[src/rtl/ser_pkg.sv]
// Shared definitions for the serial link: symbol/frame geometry, comma code
// and the receive deframer state encoding.
package ser_pkg;

  localparam logic [7:0] COMMA   = 8'h3C;
  localparam logic       KCODE   = 1'b1;
  localparam int         SYM_W   = 9;
  localparam int         FRAME_W = 27;

  typedef enum logic [1:0] {
    ST_IDLE,
    ST_D0,
    ST_D1,
    ST_D2
  } deframe_state_e;

  function automatic logic is_comma(input logic [SYM_W-1:0] sym);
    return sym == {KCODE, COMMA};
  endfunction

endpackage

[src/rtl/deserializer_out.sv]
// Receive deframer: finds the comma, gathers the next three symbols into one
// 27-bit word and tracks frame lock with good/bad hysteresis counters.
module deserializer_out
  import ser_pkg::*;
#(
  parameter int LOCK_CNT   = 4,
  parameter int UNLOCK_CNT = 2
) (
  input  logic               clk_i,
  input  logic               rst_ni,
  input  logic [SYM_W-1:0]   sym_i,
  input  logic               sym_valid_i,
  output logic [FRAME_W-1:0] data_o,
  output logic               valid_o,
  output logic               locked_o,
  output logic               err_o
);

  localparam int            GW       = $clog2(LOCK_CNT + 1);
  localparam int            BW       = $clog2(UNLOCK_CNT + 1);
  localparam logic [GW-1:0] GOOD_MAX = GW'(LOCK_CNT);
  localparam logic [BW-1:0] BAD_MAX  = BW'(UNLOCK_CNT);

  deframe_state_e     r_state;
  deframe_state_e     w_state_next;
  logic [SYM_W-1:0]   r_slot0;
  logic [SYM_W-1:0]   r_slot1;
  logic [GW-1:0]      r_good_cnt;
  logic [BW-1:0]      r_bad_cnt;
  logic [FRAME_W-1:0] r_data;
  logic               r_valid;
  logic               r_locked;
  logic               r_err;

  logic               w_comma;
  logic               w_cap0;
  logic               w_cap1;
  logic               w_good;
  logic               w_bad;
  logic [GW-1:0]      w_good_inc;
  logic [BW-1:0]      w_bad_inc;

  assign w_comma    = is_comma(sym_i);
  assign w_good_inc = (r_good_cnt == GOOD_MAX) ? GOOD_MAX : r_good_cnt + GW'(1);
  assign w_bad_inc  = (r_bad_cnt == BAD_MAX) ? BAD_MAX : r_bad_cnt + BW'(1);

  always_ff @(posedge clk_i or negedge rst_ni) begin
    if (!rst_ni) begin
      r_state <= ST_IDLE;
    end else begin
      r_state <= w_state_next;
    end
  end

  always_comb begin
    w_state_next = r_state;
    if (sym_valid_i) begin
      if (w_comma) begin
        w_state_next = ST_D0;
      end else begin
        case (r_state)
          ST_IDLE: w_state_next = ST_IDLE;
          ST_D0:   w_state_next = ST_D1;
          ST_D1:   w_state_next = ST_D2;
          default: w_state_next = ST_IDLE;
        endcase
      end
    end
  end

  // Repeated commas in ST_D0 are idle fill, so only D1/D2 commas abort a frame.
  always_comb begin
    w_cap0 = 1'b0;
    w_cap1 = 1'b0;
    w_good = 1'b0;
    w_bad  = 1'b0;
    if (sym_valid_i) begin
      case (r_state)
        ST_IDLE: w_bad = !w_comma && r_locked;
        ST_D0:   w_cap0 = !w_comma;
        ST_D1: begin
          w_cap1 = !w_comma;
          w_bad  = w_comma;
        end
        default: begin
          w_good = !w_comma;
          w_bad  = w_comma;
        end
      endcase
    end
  end

  always_ff @(posedge clk_i or negedge rst_ni) begin
    if (!rst_ni) begin
      r_slot0 <= '0;
      r_slot1 <= '0;
    end else begin
      if (w_cap0) r_slot0 <= sym_i;
      if (w_cap1) r_slot1 <= sym_i;
    end
  end

  always_ff @(posedge clk_i or negedge rst_ni) begin
    if (!rst_ni) begin
      r_good_cnt <= '0;
      r_bad_cnt  <= '0;
      r_data     <= '0;
      r_valid    <= 1'b0;
      r_locked   <= 1'b0;
      r_err      <= 1'b0;
    end else begin
      r_valid <= 1'b0;
      r_err   <= 1'b0;
      if (w_good) begin
        r_good_cnt <= w_good_inc;
        r_bad_cnt  <= '0;
        if (r_locked || (w_good_inc == GOOD_MAX)) begin
          r_locked <= 1'b1;
          r_valid  <= 1'b1;
          r_data   <= {sym_i, r_slot1, r_slot0};
        end
      end else if (w_bad) begin
        if (!r_locked) begin
          r_good_cnt <= '0;
        end else begin
          r_err <= 1'b1;
          if (w_bad_inc == BAD_MAX) begin
            r_locked   <= 1'b0;
            r_good_cnt <= '0;
            r_bad_cnt  <= '0;
          end else begin
            r_bad_cnt <= w_bad_inc;
          end
        end
      end
    end
  end

  assign data_o   = r_data;
  assign valid_o  = r_valid;
  assign locked_o = r_locked;
  assign err_o    = r_err;

endmodule

[config.mk]
export PLATFORM = sky130hd
export DESIGN_NAME = deserializer_out
export DESIGN_NICKNAME = d
export VERILOG_FILES = /design/src/rtl/ser_pkg.sv /design/src/rtl/deserializer_out.sv
export SDC_FILE = /design/constraint.sdc
export NUM_CORES = 1
export LEC_CHECK = 0
export CORE_MARGIN = 5
export CORE_UTILIZATION = 40
export CTS_BUF_LIST = sky130_fd_sc_hd__clkbuf_4 sky130_fd_sc_hd__clkbuf_8
export DETAILED_ROUTE_END_ITERATION = 8
export DONT_BUFFER_PORTS = 1
export PLACE_DENSITY_LB_ADDON = 0.08
export SKIP_CTS_REPAIR_TIMING = 1
export SYNTH_ARGS = -nofsm -noshare
export SYNTH_HDL_FRONTEND = slang
export SYNTH_SLANG_ARGS = --single-unit
export TNS_END_PERCENT = 5
[constraint.sdc]
create_clock -name clk_i -period 3.55 [get_ports clk_i]
set_clock_uncertainty 0.05 [all_clocks]
set_input_delay 0.5325 -clock clk_i [delete_from_list [all_inputs] [get_ports clk_i]]
set_output_delay 0.5325 -clock clk_i [all_outputs]
set_load 0.01 [all_outputs]
-- Yosys cells after proc, flatten, opt, wreduce, memory -nomap -nowiden
Cells that the tools add are included.
- flip-flop bits (word level): 55
- input port bits: 12
- output and inout port bits: 30
- logic and storage cells: 61
- $add $sub $neg: 2
- equality and inequality tests: 9
- mux-type cells: 30
- reduce and logical (&&, ||, !) cells: 11
- operator list (cell ; count):
    2-to-1 mux 1 bit ; 17
    2-to-1 mux 3 bit ; 5
    2-to-1 mux 2 bit ; 6
    equality test 9 bit (second input constant) ; 1
    AND reduction 2 bit ; 4
    equality test 2 bit (second input constant) ; 3
    equality test 3 bit (second input constant) ; 2
    one-hot mux 2 bit (2 select lines) ; 1
    nonzero test 2 bit ; 2
    adder 3 x 1 -> 3 bit (second input constant) ; 1
    != test 3 x 1 -> 1 bit (second input constant) ; 1
    OR reduction 3 bit ; 1
    adder 2 x 1 -> 2 bit (second input constant) ; 1
    equality test 2 x 1 -> 1 bit (second input constant) ; 1
    logical NOT 2 bit ; 1
    != test 2 x 1 -> 1 bit (second input constant) ; 1
    one-hot mux 1 bit (2 select lines) ; 1
    logical AND 1 bit ; 1
    logical NOT 1 bit ; 1
    logical OR 1 bit ; 1

-- Logic depth before layout (Yosys ltp)
Gate-level depths: netlist of run 1.
- depth in word-level cells: 7
- depth in mapped cells: 8
- depth with buffers taken out: 6

-- Least setup slack after synthesis of run 1
OpenSTA, ideal clock, no wires.
- kind: input port to flip-flop
- from: input port sym_i[6]
- to: register r_data[10], in the netlist data_o[10]
- library setup time: 0.127 ns
- arrival time: 1.849 ns
- data required time: 3.373 ns
- setup slack: 1.524 ns
- stages on the path: 7
- buffers on the path: 3
- cells stage by stage: and4bb_1 -> a31o_1 -> buf_4 -> a21oi_2 -> buf_4 -> buf_6 -> mux2_1
- word-level cells in the longest chain between the ends: 5
- ends and longest elaborated chain (element ; RTL line ; text):
    start, declared ; deserializer_out.sv:11 ; input logic [SYM_W-1:0] sym_i,
    equality test 9 bit ; ser_pkg.sv:18 ; return sym == {KCODE, COMMA};
    logical NOT 1 bit ; deserializer_out.sv:86 ; w_good = !w_comma;
    2-to-1 mux 1 bit ; deserializer_out.sv:78 ; case (r_state)
    2-to-1 mux 1 bit ; deserializer_out.sv:77 ; if (sym_valid_i) begin
    AND reduction 2 bit (no line) ; - ;
    end signal, assigned ; deserializer_out.sv:120 ; r_data <= {sym_i, r_slot1, r_slot0};
    end, declared ; deserializer_out.sv:30 ; logic [FRAME_W-1:0] r_data;
No other way between the ends.
A chain may end at the register's enable or synchronous reset.

-- Worst setup path in the final report of run 1
- from: register r_good_cnt[0]
- to: register r_data[20], in the netlist data_o[20]
- word-level cells in the longest chain between the ends: 5
- elaborated cells on any way between the ends: 6
- those cells by class: add/sub: 1; eq/ne: 2; mux: 1; reduce/logical: 2
- ends and longest elaborated chain (element ; RTL line ; text):
    start, declared ; deserializer_out.sv:28 ; logic [GW-1:0] r_good_cnt;
    start signal, assigned ; deserializer_out.sv:115 ; r_good_cnt <= w_good_inc;
    adder 3 x 1 -> 3 bit or equality test 3 bit (tied branches) ; deserializer_out.sv:44 ; assign w_good_inc = (r_good_cnt == GOOD_MAX) ? GOOD_MAX : r_good_cnt + GW'(1);
    2-to-1 mux 3 bit * ; deserializer_out.sv:44 ;
    equality test 3 bit * ; deserializer_out.sv:117 ; if (r_locked || (w_good_inc == GOOD_MAX)) begin
    logical OR 1 bit * ; deserializer_out.sv:117 ;
    AND reduction 2 bit (no line) * ; - ;
Every way passes the cells marked *; elsewhere a longest branch is shown, timed or not.

==> flow_summary.json, run 1 <==
{
  "p_switching_uw": 717.2,
  "die_y_um": 86.50,
  "cp.arrival_ns": 2.59,
  "synth_cell_type_count": 35,
  "cellPowerDensity_mw_per_mm2": 802.5,
  "die-area_mm2": 0.007482,
  "stdcell_count": 245,
  "wl_um": 4684,
  "synth_edf_count": 0,
  "yosys_most_used_dff": "dfrtp_1",
  "rsz0062_at_grt": "no",
  "antenna_found_initial": 0,
  "hold_class": "input port to async pin",
  "slew_headroom_pct": 58.63,
  "syn_inst": 168,
  "clock_sinks": 55,
  "num_vias": 1336,
  "place_inst": 236,
  "peakVddDrop_mv": 0.3358,
  "drv_cap": 0,
  "yosysWarnings": 0,
  "cts_htree_levels": 2,
  "first_pass_iters": 4,
  "required_ns": 3.69,
  "endpoint_kind": "register",
  "areaGrowthSynthToFinish_pct": 8.071,
  "gp_congestion": 0.7588,
  "cts_tree": "done",
  "nNetsFinal": 192,
  "finalMaxSlewViolations": 0,
  "timing_worst_setup_path_type": "register to register",
  "drt_iter0_markers": 99,
  "finalSetupTns_ns": 0,
  "synth_seq_area_share_pct": 58.79,
  "p_leak_uw": 0.001115,
  "finalSetupViolCount": 0,
  "fillCellCount": 529,
  "post_synth.cell_area_avg_um2": 13.93,
  "p_int_uw": 1313,
  "dp_hpwl_um": 3294,
  "final_cell_mix": "dfrtp_1 (55), mux2_1 (45), nand2_1 (10), inv_1 (8), ha_1 (8)",
  "cts_buffers": 5,
  "grt_use_total_pct": 13.42,
  "p_seq_share_pct": 59.5,
  "clk_pin_slew_ns": 0.10,
  "die_w_um": 86.50,
  "root_buffer": "clkbuf_8",
  "vias_per_cell": 5.453,
  "syn-cell-area_mm2": 0.002341,
  "switching_share_pct": 35.32,
  "core_region_area_mm2": 0.005608,
  "clock_latency_ns": 0.31,
  "final_layout_size_suffix_gt1_share_pct": 7.514,
  "drtAntennaViolNets": 0,
  "port_buffers": 0,
  "grt_pass1_vias": 1413,
  "combPwrFrac_pct": 23.4,
  "final_common_cell": "dfrtp_1",
  "routedWlPerCell_um": 19.12,
  "synthArstFlopShare_pct": 100.0,
  "grt_max_degree": 56,
  "clock.fmax_mhz": 408.1,
  "fin_crit_sh_pct": 69.02,
  "startpoint_type": "register",
  "crit_fanout": 18,
  "tightest_slew_ns": 0.6192,
  "fin_util_pct": 45.11,
  "period_needed_ns": 2.450,
  "io_pins": 42,
  "grt_pass1_wl_um": 7728,
  "row_count": 27,
  "run_status": "finished clean",
  "clock_path_buffers": 2,
  "initial_utilization_pct": 41.74,
  "n_antenna_cell": 0,
  "hold_violations": 0,
  "grt_overflow": 0,
  "synth-seq-cells": 55,
  "drc": 0,
  "clkPwrFrac_pct": 17.2,
  "syn-num-nets": 188
}
## Yosys cell counts (2+ instances only)
cell     count  share of area, %
ha_1         8               4.3
o31ai_1      2              0.64
a21oi_1      4              0.86
nor2_1       3              0.48
nand3_1      5               1.1
o21ai_1      2              0.43
dfrtp_1     55                59
mux2_1      45                22
inv_1        8               1.3
nand2_1     10               1.6
buf_4        2              0.64
## power groups by stage
stage	sequential [uW]	clock [uW]	combinational [uW]
after floorplan	1140	0	388
after global placement	1220	0	435
after detailed placement	1230	0	461
after CTS	1220	361	466
after global routing	1250	388	540
final	1210	348	475
## worst max-delay path, cell delays in order (launching register included)
cell	delay [ns]
dfrtp_1	0.45
ha_1	0.28
xor2_1	0.20
nand3_1	0.14
a21oi_4	0.54
buf_4	0.32
mux2_1	0.34
## metrics by stage
step                      setup slack [ns]  hold WS [ns]  instance area [um2]  total power, uW
after global routing                0.9317       0.03340                 2530             2178
after detailed placement             1.007        0.1894                 2411             1692
after CTS                            1.063       -0.1569                 2502             2049
after global placement               1.080        0.1889                 2411             1656
final                                1.100      0.002052                 2530             2030
after floorplan                      1.524        0.1869                 2341             1532
## routing by layer
metal / wire length, um / global-route usage, % / up-vias / part of all wire (%)
li1: - / - / 601 / -
met1: 1915 / 16.72 / 677 / 41
met2: 2364 / 21.91 / 50 / 50
met5: 0 / 0 / - / 0
met3: 330 / 4.087 / 8 / 7.0
met4: 74 / 5.099 / 0 / 1.6
## flip-flops by register name, indices dropped and copies added, names as in the netlist
register	cells
r_slot1	9
locked_o	1
r_slot0	9
r_state	2
valid_o	1
r_bad_cnt	2
err_o	1
data_o	27
r_good_cnt	3
## worst paths after layout
check | start | to | slack, ns | depth (start not counted)
setup reg to reg | r_good_cnt[0]$_DFFE_PN0P_ | data_o[20]$_DFFE_PN0P_ | 1.10 | 6
setup / recovery | r_good_cnt[0]$_DFFE_PN0P_ | data_o[20]$_DFFE_PN0P_ | 1.10 | 6
hold reg to reg | r_slot0[8]$_DFFE_PN0P_ | r_slot0[8]$_DFFE_PN0P_ | 0.45 | 1
hold / removal | rst_ni | r_good_cnt[0]$_DFFE_PN0P_ | 0.002 | 1
min in group clk_i | sym_valid_i | r_state[1]$_DFFE_PN0P_ | 0.27 | 1
max in group asynchronous | rst_ni | data_o[11]$_DFFE_PN0P_ | 3.19 | 1
## area by class of cell
cell class | count | area [um2] | share of cell area (%)
inverter | 8 | 30.03 | 1.187
clock inverter | 3 | 22.52 | 0.8902
tap | 72 | 90.09 | 3.561
sequential | 55 | 1376 | 54.40
multi-input combinational | 100 | 907.1 | 35.86
timing repair buffer | 2 | 35.03 | 1.385
clock buffer | 5 | 68.82 | 2.720
## cell families (layout without fill, tap and decap cells)
family | after synthesis | count (layout) | share of synthesized area [%]
DFF | 55 | 55 | 58.79
muxes | 45 | 45 | 21.65
and+or+nand+nor | 26 | 26 | 6.200
AOI/OAI and AO/OA | 20 | 20 | 5.933
buffers and inverters | 13 | 18 | 2.779
adders and majority gates | 8 | 8 | 4.276
xor gates and xnor gates | 1 | 1 | 0.3742
(Power assumes the default switching activity.)
==> run 2: changes to the inputs <==
==> constraint.sdc (replaced) <==
create_clock -name clk_i -period 2.4 [get_ports clk_i]
set_clock_uncertainty 0.05 [all_clocks]
set_input_delay 0.36 -clock clk_i [delete_from_list [all_inputs] [get_ports clk_i]]
set_output_delay 0.36 -clock clk_i [all_outputs]
set_load 0.01 [all_outputs]
==> run 2 against run 1 <==
Count of clock-buffer cells in the layout unchanged. Combinational power up 47%. Critical path depth unchanged. First-iteration DRC count down 32%. Design area up 1.3%. Critical endpoint is now data_o[15]$_DFFE_PN0P_. Largest cell class unchanged.
==> flow_summary.json, run 2 (same netlist as run 1, synthesis figures left out) <==
{
  "largest_reg_flops": 27,
  "core_region_area_mm2": 0.005608,
  "combPwrFrac_pct": 22.7,
  "nNetsFinal": 194,
  "clock.fmax_mhz": 504.5,
  "p_int_uw": 2042,
  "root_buffer": "clkbuf_8",
  "cellPowerDensity_mw_per_mm2": 1198,
  "die_y_um": 86.50,
  "p_leak_uw": 0.001127,
  "grt_pass1_vias": 1412,
  "p_seq_share_pct": 58.2,
  "grt_use_total_pct": 12.75,
  "initial_utilization_pct": 41.74,
  "slew_headroom_pct": 66.50,
  "cts_tree": "done",
  "fin_hold_ws_ns": 0.1024,
  "n_antenna_cell": 0,
  "die_w_um": 86.50,
  "clock_path_buffers": 2,
  "finalSetupTns_ns": 0,
  "tightest_slew_ns": 0.5011,
  "vias_per_cell": 5.382,
  "die-area_mm2": 0.007482,
  "finalMaxSlewViolations": 0,
  "stdcell_count": 246,
  "grt_pass1_wl_um": 7217,
  "drt_iter0_markers": 67,
  "hold_class": "input port to register",
  "endpoint_kind": "register",
  "cp.arrival_ns": 2.11,
  "path_cells": "ha_1 > xor2_1 > nand3_1 > a21oi_4 > buf_4 > mux2_1",
  "cpPeakStageDelay_ns": 0.44,
  "drc": 0,
  "period_needed_ns": 1.982,
  "fin_crit_sh_pct": 82.59,
  "cp_slowest_cell": "dfrtp_1",
  "peakVddDrop_mv": 0.4316,
  "crit_fanout": 19,
  "timing_worst_setup_path_type": "register to register",
  "clock_latency_ns": 0.30,
  "ff2ff_setup_slack_ns": 0.42,
  "first_pass_iters": 4,
  "wl_um": 4517,
  "startpoint_type": "register",
  "clkPwrFrac_pct": 19.1,
  "num_vias": 1324,
  "cts_htree_levels": 2,
  "switching_share_pct": 33.50,
  "row_count": 27,
  "hold_violations": 0,
  "p_switching_uw": 1028,
  "areaGrowthSynthToFinish_pct": 9.460,
  "drv_cap": 0,
  "finalSetupViolCount": 0,
  "dp_hpwl_um": 3381,
  "required_ns": 2.53,
  "final_common_cell": "dfrtp_1",
  "place_inst": 237,
  "grt_max_degree": 56,
  "final_cell_mix": "dfrtp_1 (55), mux2_1 (45), nand2_1 (10), inv_1 (8), ha_1 (8)",
  "final_layout_size_suffix_gt1_share_pct": 7.471,
  "gp_congestion": 0.8320,
  "clk_pin_slew_ns": 0.09,
  "clock_sinks": 55,
  "port_buffers": 0,
  "routedWlPerCell_um": 18.36,
  "rsz0062_at_grt": "no",
  "antenna_found_initial": 0,
  "run_status": "finished clean",
  "grt_overflow": 0,
  "drtAntennaViolNets": 0,
  "cts_buffers": 5,
  "io_pins": 42
}
## run 2: changes by cell type in the layout (fill, tap and decap cells not counted), sizes merged
cell,previous run,this run
clkinvlp,0,1
buf,2,3
clkinv,2,0
dlygate4sd3,0,1
inv,9,8
bufinv,0,1
## run 2: final timing paths
path	from	to	cells after the start
setup / recovery	r_good_cnt[0]$_DFFE_PN0P_	data_o[15]$_DFFE_PN0P_	6
hold / removal	sym_valid_i	r_state[1]$_DFFE_PN0P_	1
setup reg to reg	r_good_cnt[0]$_DFFE_PN0P_	data_o[15]$_DFFE_PN0P_	6
hold reg to reg	r_slot1[0]$_DFFE_PN0P_	r_slot1[0]$_DFFE_PN0P_	1
max in group asynchronous	rst_ni	data_o[25]$_DFFE_PN0P_	2
min in group asynchronous	rst_ni	r_bad_cnt[1]$_DFFE_PN0P_	2
## run 2: through the flow
step                cell area [um2]  setup slack (ns)  utilization (%)  power [uW]
floorplan                      2341            0.5465                -        2265
global placement               2419            0.4863            43.13        2440
CTS                            2525            0.3973            45.02        3103
detailed placement             2419            0.4164            43.13        2510
global route                   2562            0.3028            45.69        3287
finish                         2562            0.4179            45.69        3070
## run 2: power by group through the flow
stage | logic [uW] | registers [uW] | clock network (uW)
floorplan | 573 | 1690 | 0
finish | 696 | 1790 | 587
global placement | 644 | 1800 | 0
detailed placement | 688 | 1820 | 0
global route | 796 | 1840 | 648
CTS | 692 | 1800 | 607
## run 2: cell type report
class	instances	area, um2
clock inverter	2	37.54
tap	72	90.09
clock buffer	5	68.82
sequential	55	1376
inverter	8	30.03
multi-input combinational	100	907.1
timing repair buffer	4	52.55
fill	532	3045
## run 2: layer usage
metal / share of wire [%] / routed length (um) / global-route usage (%) / vias to the layer above
met5: 0 / 0 / 0 / -
met4: 1.7 / 79 / 5.099 / 0
met3: 8.3 / 377 / 5.608 / 8
met2: 53 / 2396 / 22.11 / 35
met1: 37 / 1663 / 13.53 / 680
li1: - / - / - / 601
## run 2: critical path, delay by kind of cell (launching register included)
family          cells  cell delay [ns]
buf+inv             1             0.28
simple gates        1             0.13
flops               1             0.44
xor+xnor            1             0.18
compound gates      1             0.15
mux                 1             0.36
fa+ha+maj           1             0.27
